$ cat src/rtl/imm_ext_arbiter.sv
// imm_ext_arbiter
// Shares one sign/zero immediate extender between two requesters
// (0 = ALU-immediate path, 1 = branch-offset path) through a single
// registered output slot. Round-robin arbitration, one-cycle latency,
// one result per cycle when the consumer keeps out_ready high.
//
// Optional feature: define IMM_EXT_LUI_EN to enable mode 2'b10
// ("upper": imm placed in the top I bits). Without it, mode 2'b10 is
// reserved, behaves like zero-extend and sets the sticky error flag.
module imm_ext_arbiter #(
    parameter int N = 32,
    parameter int I = N / 2
) (
    input  logic         clk,
    input  logic         rst_n,

    input  logic         req0_valid,
    input  logic [I-1:0] req0_imm,
    input  logic [1:0]   req0_mode,
    output logic         req0_ready,

    input  logic         req1_valid,
    input  logic [I-1:0] req1_imm,
    input  logic [1:0]   req1_mode,
    output logic         req1_ready,

    output logic         out_valid,
    output logic [N-1:0] out_data,
    output logic         out_id,
    input  logic         out_ready,

    output logic         err
);

    localparam logic [0:0] ST_EMPTY = 1'b0;
    localparam logic [0:0] ST_FULL  = 1'b1;

    logic [0:0]   state_q, state_d;
    logic [N-1:0] data_q, data_d;
    logic         id_q, id_d;
    logic         last_id_q, last_id_d;
    logic         err_q, err_d;

    logic         slot_free;
    logic         gnt_any;
    logic         gnt_id;
    logic [I-1:0] sel_imm;
    logic [1:0]   sel_mode;

    // Extend an immediate according to its mode; reserved modes zero-extend.
    function automatic logic [N-1:0] extend(input logic [I-1:0] imm,
                                            input logic [1:0]   mode);
        case (mode)
            2'b00:   return {{(N-I){imm[I-1]}}, imm};
`ifdef IMM_EXT_LUI_EN
            2'b10:   return {imm, {(N-I){1'b0}}};
`endif
            default: return {{(N-I){1'b0}}, imm};
        endcase
    endfunction

    // Modes that are not architecturally defined in this build.
    function automatic logic is_reserved(input logic [1:0] mode);
`ifdef IMM_EXT_LUI_EN
        return (mode == 2'b11);
`else
        return mode[1];
`endif
    endfunction

    // Round-robin grant, only when the output slot is free this cycle.
    always_comb begin
        slot_free = (state_q == ST_EMPTY) || out_ready;
        gnt_any   = 1'b0;
        gnt_id    = 1'b0;
        if (slot_free) begin
            if (req0_valid && req1_valid) begin
                gnt_any = 1'b1;
                gnt_id  = ~last_id_q;
            end else if (req0_valid) begin
                gnt_any = 1'b1;
                gnt_id  = 1'b0;
            end else if (req1_valid) begin
                gnt_any = 1'b1;
                gnt_id  = 1'b1;
            end
        end
        // Readies are forced low while reset is asserted, even though the
        // slot looks free then.
        req0_ready = rst_n & gnt_any & ~gnt_id;
        req1_ready = rst_n & gnt_any & gnt_id;
        sel_imm    = gnt_id ? req1_imm  : req0_imm;
        sel_mode   = gnt_id ? req1_mode : req0_mode;
    end

    // Next-state for the output slot, arbitration pointer and error flag.
    always_comb begin
        state_d   = state_q;
        data_d    = data_q;
        id_d      = id_q;
        last_id_d = last_id_q;
        err_d     = err_q;
        if (gnt_any) begin
            state_d   = ST_FULL;
            data_d    = extend(sel_imm, sel_mode);
            id_d      = gnt_id;
            last_id_d = gnt_id;
            err_d     = err_q | is_reserved(sel_mode);
        end else if ((state_q == ST_FULL) && out_ready) begin
            state_d   = ST_EMPTY;
        end
    end

    // State registers; last_id resets to 1 so requester 0 wins the first tie.
    always_ff @(posedge clk or negedge rst_n) begin
        if (!rst_n) begin
            state_q   <= ST_EMPTY;
            data_q    <= '0;
            id_q      <= 1'b0;
            last_id_q <= 1'b1;
            err_q     <= 1'b0;
        end else begin
            state_q   <= state_d;
            data_q    <= data_d;
            id_q      <= id_d;
            last_id_q <= last_id_d;
            err_q     <= err_d;
        end
    end

    assign out_valid = (state_q == ST_FULL);
    assign out_data  = data_q;
    assign out_id    = id_q;
    assign err       = err_q;

endmodule

$ cat config.mk
export PLATFORM = sky130hd
export DESIGN_NAME = imm_ext_arbiter
export DESIGN_NICKNAME = d
export VERILOG_FILES = /design/src/rtl/imm_ext_arbiter.sv
export SDC_FILE = /design/constraint.sdc
export NUM_CORES = 1
export LEC_CHECK = 0
export BUFFER_PORTS_ARGS = -buffer_cell sky130_fd_sc_hd__buf_2
export CORE_ASPECT_RATIO = 2
export CORE_MARGIN = 4
export CORE_UTILIZATION = 42
export DETAILED_ROUTE_END_ITERATION = 6
export HOLD_SLACK_MARGIN = 0.06
export PLACE_DENSITY = 0.79
export SLEW_MARGIN = 30
export SYNTH_ARGS = -nofsm -noshare
export SYNTH_HDL_FRONTEND = slang
export SYNTH_SLANG_ARGS = --single-unit
export TNS_END_PERCENT = 20
$ cat constraint.sdc
create_clock -name clk -period 1.6 [get_ports clk]
set_input_delay 0.24 -clock clk [delete_from_list [all_inputs] [get_ports clk]]
set_output_delay 0.24 -clock clk [all_outputs]
set_load 0.01 [all_outputs]
==> metrics.log, run 1 <==
INFO  metric routed_len_inst = 15.5 um
INFO  metric cellPowerDensity = 894 nW/um^2
INFO  metric timing_max_transition_violations_final = 0
INFO  metric power.sequential.fraction = 44.8%
INFO  metric share_of_the_synthesized_area_in_compound_gates_ao_oa_aoi_oai = 30.9%
INFO  metric setup_viol = 0
INFO  metric detailed_place_hpwl = 2610 um
INFO  metric place_congestion = 0.793
INFO  metric comb_power_share = 32.3%
INFO  metric grt_setup_unrepaired = no
INFO  metric diodes = 0
INFO  metric core_region_area = 2800 um^2
INFO  metric startpoint_type = flip-flop
INFO  metric synth_enable_flop_cells = 0
INFO  metric final.min_clock_period = 1530 ps
INFO  metric cts.repair.resized = 0
INFO  metric cts_sinks = 21
INFO  metric placement_rows = 27
INFO  metric clock.fmax = 654 MHz
INFO  metric detail-route-antenna-nets = 0
INFO  metric worst-setup-path-type = reg -> out
INFO  metric drt-vias-per-instance = 5.23
INFO  metric synth.area.mux_share = 2.42%
INFO  metric synthesis.area_per_instance = 9.77 um^2
INFO  metric slowest_stage = dfstp_2
INFO  metric yosys.area_share.adder = 0%
INFO  metric grt_antenna_before_repair = 0
INFO  metric grtUsageTotal = 17.9%
INFO  metric status = finished, final reports clean
INFO  metric ys.warnings.count = 0
INFO  metric ys_ff_latch = 21
INFO  metric max-clock-path-buffers = 2
INFO  metric fin_skew = 0.723 ps
INFO  metric synth_seq_area_share = 42.4%
INFO  metric first_global_vias = 1187
INFO  metric post_synth_instance_area = 1240 um^2
INFO  metric tns = 0 ps
INFO  metric placement.cell_area = 1560 um^2
INFO  metric grt_start_max_net_pins = 21
INFO  metric cts_made_buffers = 3
INFO  metric setup.reg_to_reg.worst_slack = 290 ps
INFO  metric critical_path.cell_chain = a21boi_4, and3_1, buf_2
INFO  metric floorplan.initialDensity = 44.3%
INFO  metric global_route_wire_length_before_repair = 5360 um
INFO  metric clk_pin_slew = 70 ps
INFO  metric syn-num-nets = 168
INFO  metric drc = 0
INFO  metric dp_slack = 11.5 ps
INFO  metric drt_first_iter_violations = 32
INFO  metric worst-path-max-fanout = 9
INFO  metric routed_wirelength = 3440 um
INFO  metric synth_xor_area_share = 0%
INFO  metric crit_arrival = 1290 ps
INFO  metric clock-root-buffer = clkbuf_8
INFO  metric fin_crit_sh = 95.6%
INFO  metric globalRoute.totalOverflow = 0
INFO  metric swShare = 31.3%
INFO  metric power.ir.vdd_worst = 468 uV
INFO  metric finalNetCount = 235
INFO  metric final_cell_mix = buf_2 (77), dfrtp_1 (20), nor2_1 (16)
INFO  metric hold-worst-slack = 272 ps
INFO  metric hp-class = in -> reg
INFO  metric layoutNonFillerInstCount = 222
INFO  metric power_switching = 0.457 mW
INFO  metric finalInstanceArea = 1630 um^2
INFO  metric syn_inst = 127
INFO  metric clk_latency = 250 ps
INFO  metric yosys.area.top_type = dfrtp_1
INFO  metric intPower = 1.00 mW
INFO  metric dp.cells = 216
INFO  metric timing_worst_slew_pin_value = 653 ps
INFO  metric io_pins = 78
INFO  metric area_growth = 31.4%
INFO  metric die_width = 46.4 um
INFO  metric final_layout_size_suffix_gt1_share = 52.3%
INFO  metric tritoncts = built
INFO  metric postSynth.topFlopCell = dfrtp_1
INFO  metric via_count = 1162
INFO  metric timing.critical_path.slowest_cell_delay = 400 ps
INFO  metric final_common_cell = buf_2
INFO  metric pwr-share-clk = 23.0%
INFO  metric critPathCaptureType = output pin
INFO  metric detail_route.first_pass.iterations = 4
INFO  metric p_leak = 0.849 nW
INFO  metric final_critical_path_setup_slack = 69.9 ps
INFO  metric cts.htree.levels = 1
INFO  metric synth_top_family_by_area = compound AO/OA/AOI/OAI gates
INFO  metric cap_violations = 0
INFO  metric finalPower = 1.46 mW
INFO  metric synthDominantCellAreaShare = 40.3%
INFO  metric finalHoldViolCount = 0
INFO  metric slew-limit-headroom = 56.3%
INFO  metric cp_data_required_time = 1360 ps
INFO  metric yosys.area_share.simple = 9.58%
INFO  metric async_flop_share = 100%
INFO  metric die_height = 84.9 um
INFO  metric synth_cell_types = 26
INFO  metric utilization = 58.1%
INFO  metric die_area = 3940 um^2
INFO  metric yosys-top-cells-area = dfrtp_1 (40%), buf_4 (9.7%), o31ai_2 (9.1%), a21oi_1 (6.0%), o21ai_0 (6.0%)
INFO  metric io_buffer_count = 77
-- worst max-delay path: cells and delay by family, from the launching register on --
family / cells / cell delay (ps)
buffers and inverters: 1 / 130
flip-flops: 1 / 400
AND/OR/NAND/NOR: 1 / 220
AO/OA/AOI/OAI: 1 / 290
-- path summary, 6_finish.rpt --
kind	endpoint	startpoint	cells after the start
min in group asynchronous	last_id_q	rst_n	2
worst min-delay path	err	req1_mode[1]	3
worst max register to register	out_data[14]	last_id_q	4
worst min register to register	err	err	1
max in group asynchronous	out_data[2]	rst_n	3
worst max-delay path	req1_ready	last_id_q	3
-- power by group through the flow --
stage / Clock [mW] / Combinational, mW / Sequential (mW)
2_1_floorplan: 0 / 0.257 / 0.696
3_3_place_gp: 0 / 0.457 / 0.658
4_1_cts: 0.348 / 0.473 / 0.653
3_5_place_dp: 0 / 0.467 / 0.663
5_1_grt: 0.357 / 0.515 / 0.661
6_report: 0.334 / 0.470 / 0.652
-- cell usage after synthesis, types with 3 or more instances --
cell type	n
a21oi_1	15
buf_2	4
buf_4	16
buf_6	3
dfrtp_1	20
mux2i_1	3
nor2_1	16
o21ai_0	15
o31ai_1	6
o31ai_2	9
-- flip-flops by register name (all words and copies together), names as in the netlist --
name	count
out_valid	1
out_id	1
err	1
last_id_q	1
out_data	17
-- layout make-up --
cell class                 instances  area, um^2
fill                             257        1170
multi-input combinational         81         544
sequential                        21         527
timing repair buffer              87         478
clock buffer                       4        45.0
tap                               29        36.3
-- layer usage --
layer  GRT usage (%)  share of wire, %  vias to the layer above
met4            6.22               1.2                        0
li1                -                 -                      568
met3            2.34               7.1                        4
met1            20.0                37                      543
met2            32.4                55                       47
met5               0                 0                        -
-- timing repair --
item,4_1_cts,5_1_grt
hold buffers,2,0
hold endpoints to repair,8,0
setup buffers,0,0
endpoints found under the setup margin,0,1
-- cell families (layout without fill, tap and decap cells) --
kind of cell | count (synthesis) | in the layout
simple gates | 25 | 25
buf+inv | 25 | 91
mux | 3 | 3
flops | 21 | 21
compound gates | 53 | 53
Power figures use the tool's default switching activity.
==> run 2: changes to the inputs <==
--- a/config.mk
+++ b/config.mk
@@ -8,10 +8,9 @@
 export BUFFER_PORTS_ARGS = -buffer_cell sky130_fd_sc_hd__buf_2
 export CORE_ASPECT_RATIO = 2
 export CORE_MARGIN = 4
-export CORE_UTILIZATION = 42
+export CORE_UTILIZATION = 29
 export DETAILED_ROUTE_END_ITERATION = 6
 export HOLD_SLACK_MARGIN = 0.06
-export PLACE_DENSITY = 0.79
 export SLEW_MARGIN = 30
 export SYNTH_ARGS = -nofsm -noshare
 export SYNTH_HDL_FRONTEND = slang
==> metrics.log, run 2 (same netlist as run 1, synthesis figures left out) <==
INFO  metric status = finished, final reports clean
INFO  metric clock-root-buffer = clkbuf_8
INFO  metric die_area = 5450 um^2 (+38%)
INFO  metric cellPowerDensity = 889 nW/um^2 (-0.49%)
INFO  metric globalRoute.totalOverflow = 0 (unchanged)
INFO  metric area_growth = 33.9%
INFO  metric first_global_vias = 1303 (+9.8%)
INFO  metric floorplan.initialDensity = 30.1% (-14 points)
INFO  metric cap_violations = 0 (unchanged)
INFO  metric timing_max_transition_violations_final = 0 (unchanged)
INFO  metric die_height = 101 um (+18%)
INFO  metric drt_first_iter_violations = 10 (-69%)
INFO  metric setup.reg_to_reg.worst_slack = 280 ps (about the same)
INFO  metric hold-worst-slack = 268 ps (-3.94 ps)
INFO  metric p_leak = 0.857 nW (+0.95%)
INFO  metric cp_data_required_time = 1360 ps (about the same)
INFO  metric drt-vias-per-instance = 4.90 (-6.4%)
INFO  metric max_ffs_per_register = 17 (unchanged)
INFO  metric final_cell_mix = buf_2 (77), dfrtp_1 (20), nor2_1 (16)
INFO  metric timing_worst_slew_pin_value = 668 ps (+15.6 ps)
INFO  metric hp-class = in -> reg
INFO  metric io_buffer_count = 77 (unchanged)
INFO  metric grt_antenna_before_repair = 0 (unchanged)
INFO  metric clk_latency = 260 ps (about the same)
INFO  metric detailed_place_hpwl = 2990 um (+14%)
INFO  metric grt_start_max_net_pins = 21 (unchanged)
INFO  metric io_pins = 78 (unchanged)
INFO  metric cts_sinks = 21 (unchanged)
INFO  metric fillerInstances = 456 (+77%)
INFO  metric regArea = 527 um^2 (unchanged)
INFO  metric global_route.usage.met1 = 15.3% (-4.7 points)
INFO  metric detail_route.first_pass.iterations = 3 (-1)
INFO  metric slew-limit-headroom = 55.3% (-1.0 points)
INFO  metric power.ir.vdd_worst = 352 uV (-25%)
INFO  metric setup_viol = 0 (unchanged)
INFO  metric final_layout_size_suffix_gt1_share = 53.8% (+1.5 points)
INFO  metric cts.htree.levels = 1 (unchanged)
INFO  metric via_count = 1210 (+4.1%)
INFO  metric grt_most_used_layer = met2
INFO  metric routed_len_inst = 15.2 um (-2.2%)
INFO  metric worst-path-max-fanout = 3 (-6)
INFO  metric grtUsageTotal = 14.6% (-3.4 points)
INFO  metric grt_setup_unrepaired = no
INFO  metric fin_skew = 4.13 ps (+3.40 ps)
INFO  metric worst-setup-path-type = reg -> out
INFO  metric pwr-share-clk = 23.9% (+0.9 points)
INFO  metric post-cts-setup-buffer-count = 0 (unchanged)
INFO  metric fin_crit_sh = 96.1% (+0.48 points)
INFO  metric startpoint_type = flip-flop
INFO  metric cts_made_buffers = 3 (unchanged)
INFO  metric clk_pin_slew = 80 ps (about the same)
INFO  metric tritoncts = built
INFO  metric diodes = 0 (unchanged)
INFO  metric gr-usage-met2 = 26.3% (-6.1 points)
INFO  metric finalPower = 1.48 mW (+1.4%)
INFO  metric power.sequential.fraction = 44.4% (-0.4 points)
INFO  metric final.min_clock_period = 1540 ps (+7.75 ps)
INFO  metric routed_wirelength = 3750 um (+8.8%)
INFO  metric die_width = 54.3 um (+17%)
INFO  metric critPathCaptureType = output pin
INFO  metric drc = 0 (unchanged)
INFO  metric global_route_wire_length_before_repair = 5950 um (+11%)
INFO  metric comb_power_share = 31.7% (-0.6 points)
INFO  metric multiInputGateArea = 547 um^2 (+0.46%)
INFO  metric core_region_area = 4130 um^2 (+47%)
INFO  metric power_switching = 0.477 mW (+4.5%)
INFO  metric placement_rows = 33 (+22%)
INFO  metric swShare = 32.3% (+0.96 points)
INFO  metric utilization = 40.2% (-18 points)
INFO  metric finalNetCount = 237 (+0.85%)
INFO  metric use_met3 = 1.93% (-0.41 points)
INFO  metric place_congestion = 0.768 (-3.0%)
INFO  metric finalHoldViolCount = 0 (unchanged)
INFO  metric intPower = 1.00 mW (about the same)
INFO  metric clock.fmax = 650 MHz (-0.50%)
INFO  metric detail-route-antenna-nets = 0 (unchanged)
INFO  metric crit_arrival = 1300 ps (about the same)
INFO  metric max-clock-path-buffers = 2 (unchanged)
INFO  metric tns = 0 ps (unchanged)
INFO  metric final_common_cell = buf_2
run 2: per-stage QoR:
step,setup WS (ps),instances,instance area [um^2]
3_3_place_gp,70.5,242,1600
2_1_floorplan,249,127,1240
3_5_place_dp,29.8,242,1600
4_1_cts,60.6,247,1650
6_report,62.2,247,1660
5_1_grt,23.5,247,1660
run 2: what timing repair did:
| item | CTS | global route |
|---|---|---|
| setup endpoints to repair | 0 | 2 |
| resized for setup | 0 | 1 |
| hold buffers | 1 | 0 |
| endpoints found under the hold margin | 10 | 0 |
run 2: layer usage:
| metal | vias up | share of wire [%] |
|---|---|---|
| li1 | 576 | - |
| met1 | 576 | 34 |
| met2 | 49 | 57 |
| met3 | 9 | 6.1 |
| met4 | 0 | 2.9 |
| met5 | - | 0 |
run 2: power groups by stage:
stage                     combinational, mW  clock (mW)  sequential [mW]
after floorplan                       0.257           0            0.696
after global placement                0.464           0            0.667
after detailed placement              0.472           0            0.667
after CTS                             0.474       0.357            0.658
after global routing                  0.518       0.385            0.667
final                                 0.468       0.353            0.657
run 2: worst max-delay path, stage by stage (launching register included):
cell     delay [ps]
dfstp_2         580
a21bo_1         170
and3_1          160
buf_2           130
run 2: cell type report:
cell class	count	area share, %
multi-input combinational	81	32.9
timing repair buffer	89	28.8
sequential	21	31.7
clock buffer	4	2.71
tap	52	3.92
run 2: path summary, 6_finish.rpt:
path,to,cells after the start,from
worst max-delay path,req0_ready,3,last_id_q
worst min-delay path,err,3,req1_mode[1]
worst max register to register,out_data[30],4,last_id_q
worst min register to register,err,1,err
max in group asynchronous,out_data[7],3,rst_n
min in group asynchronous,out_id,2,rst_n
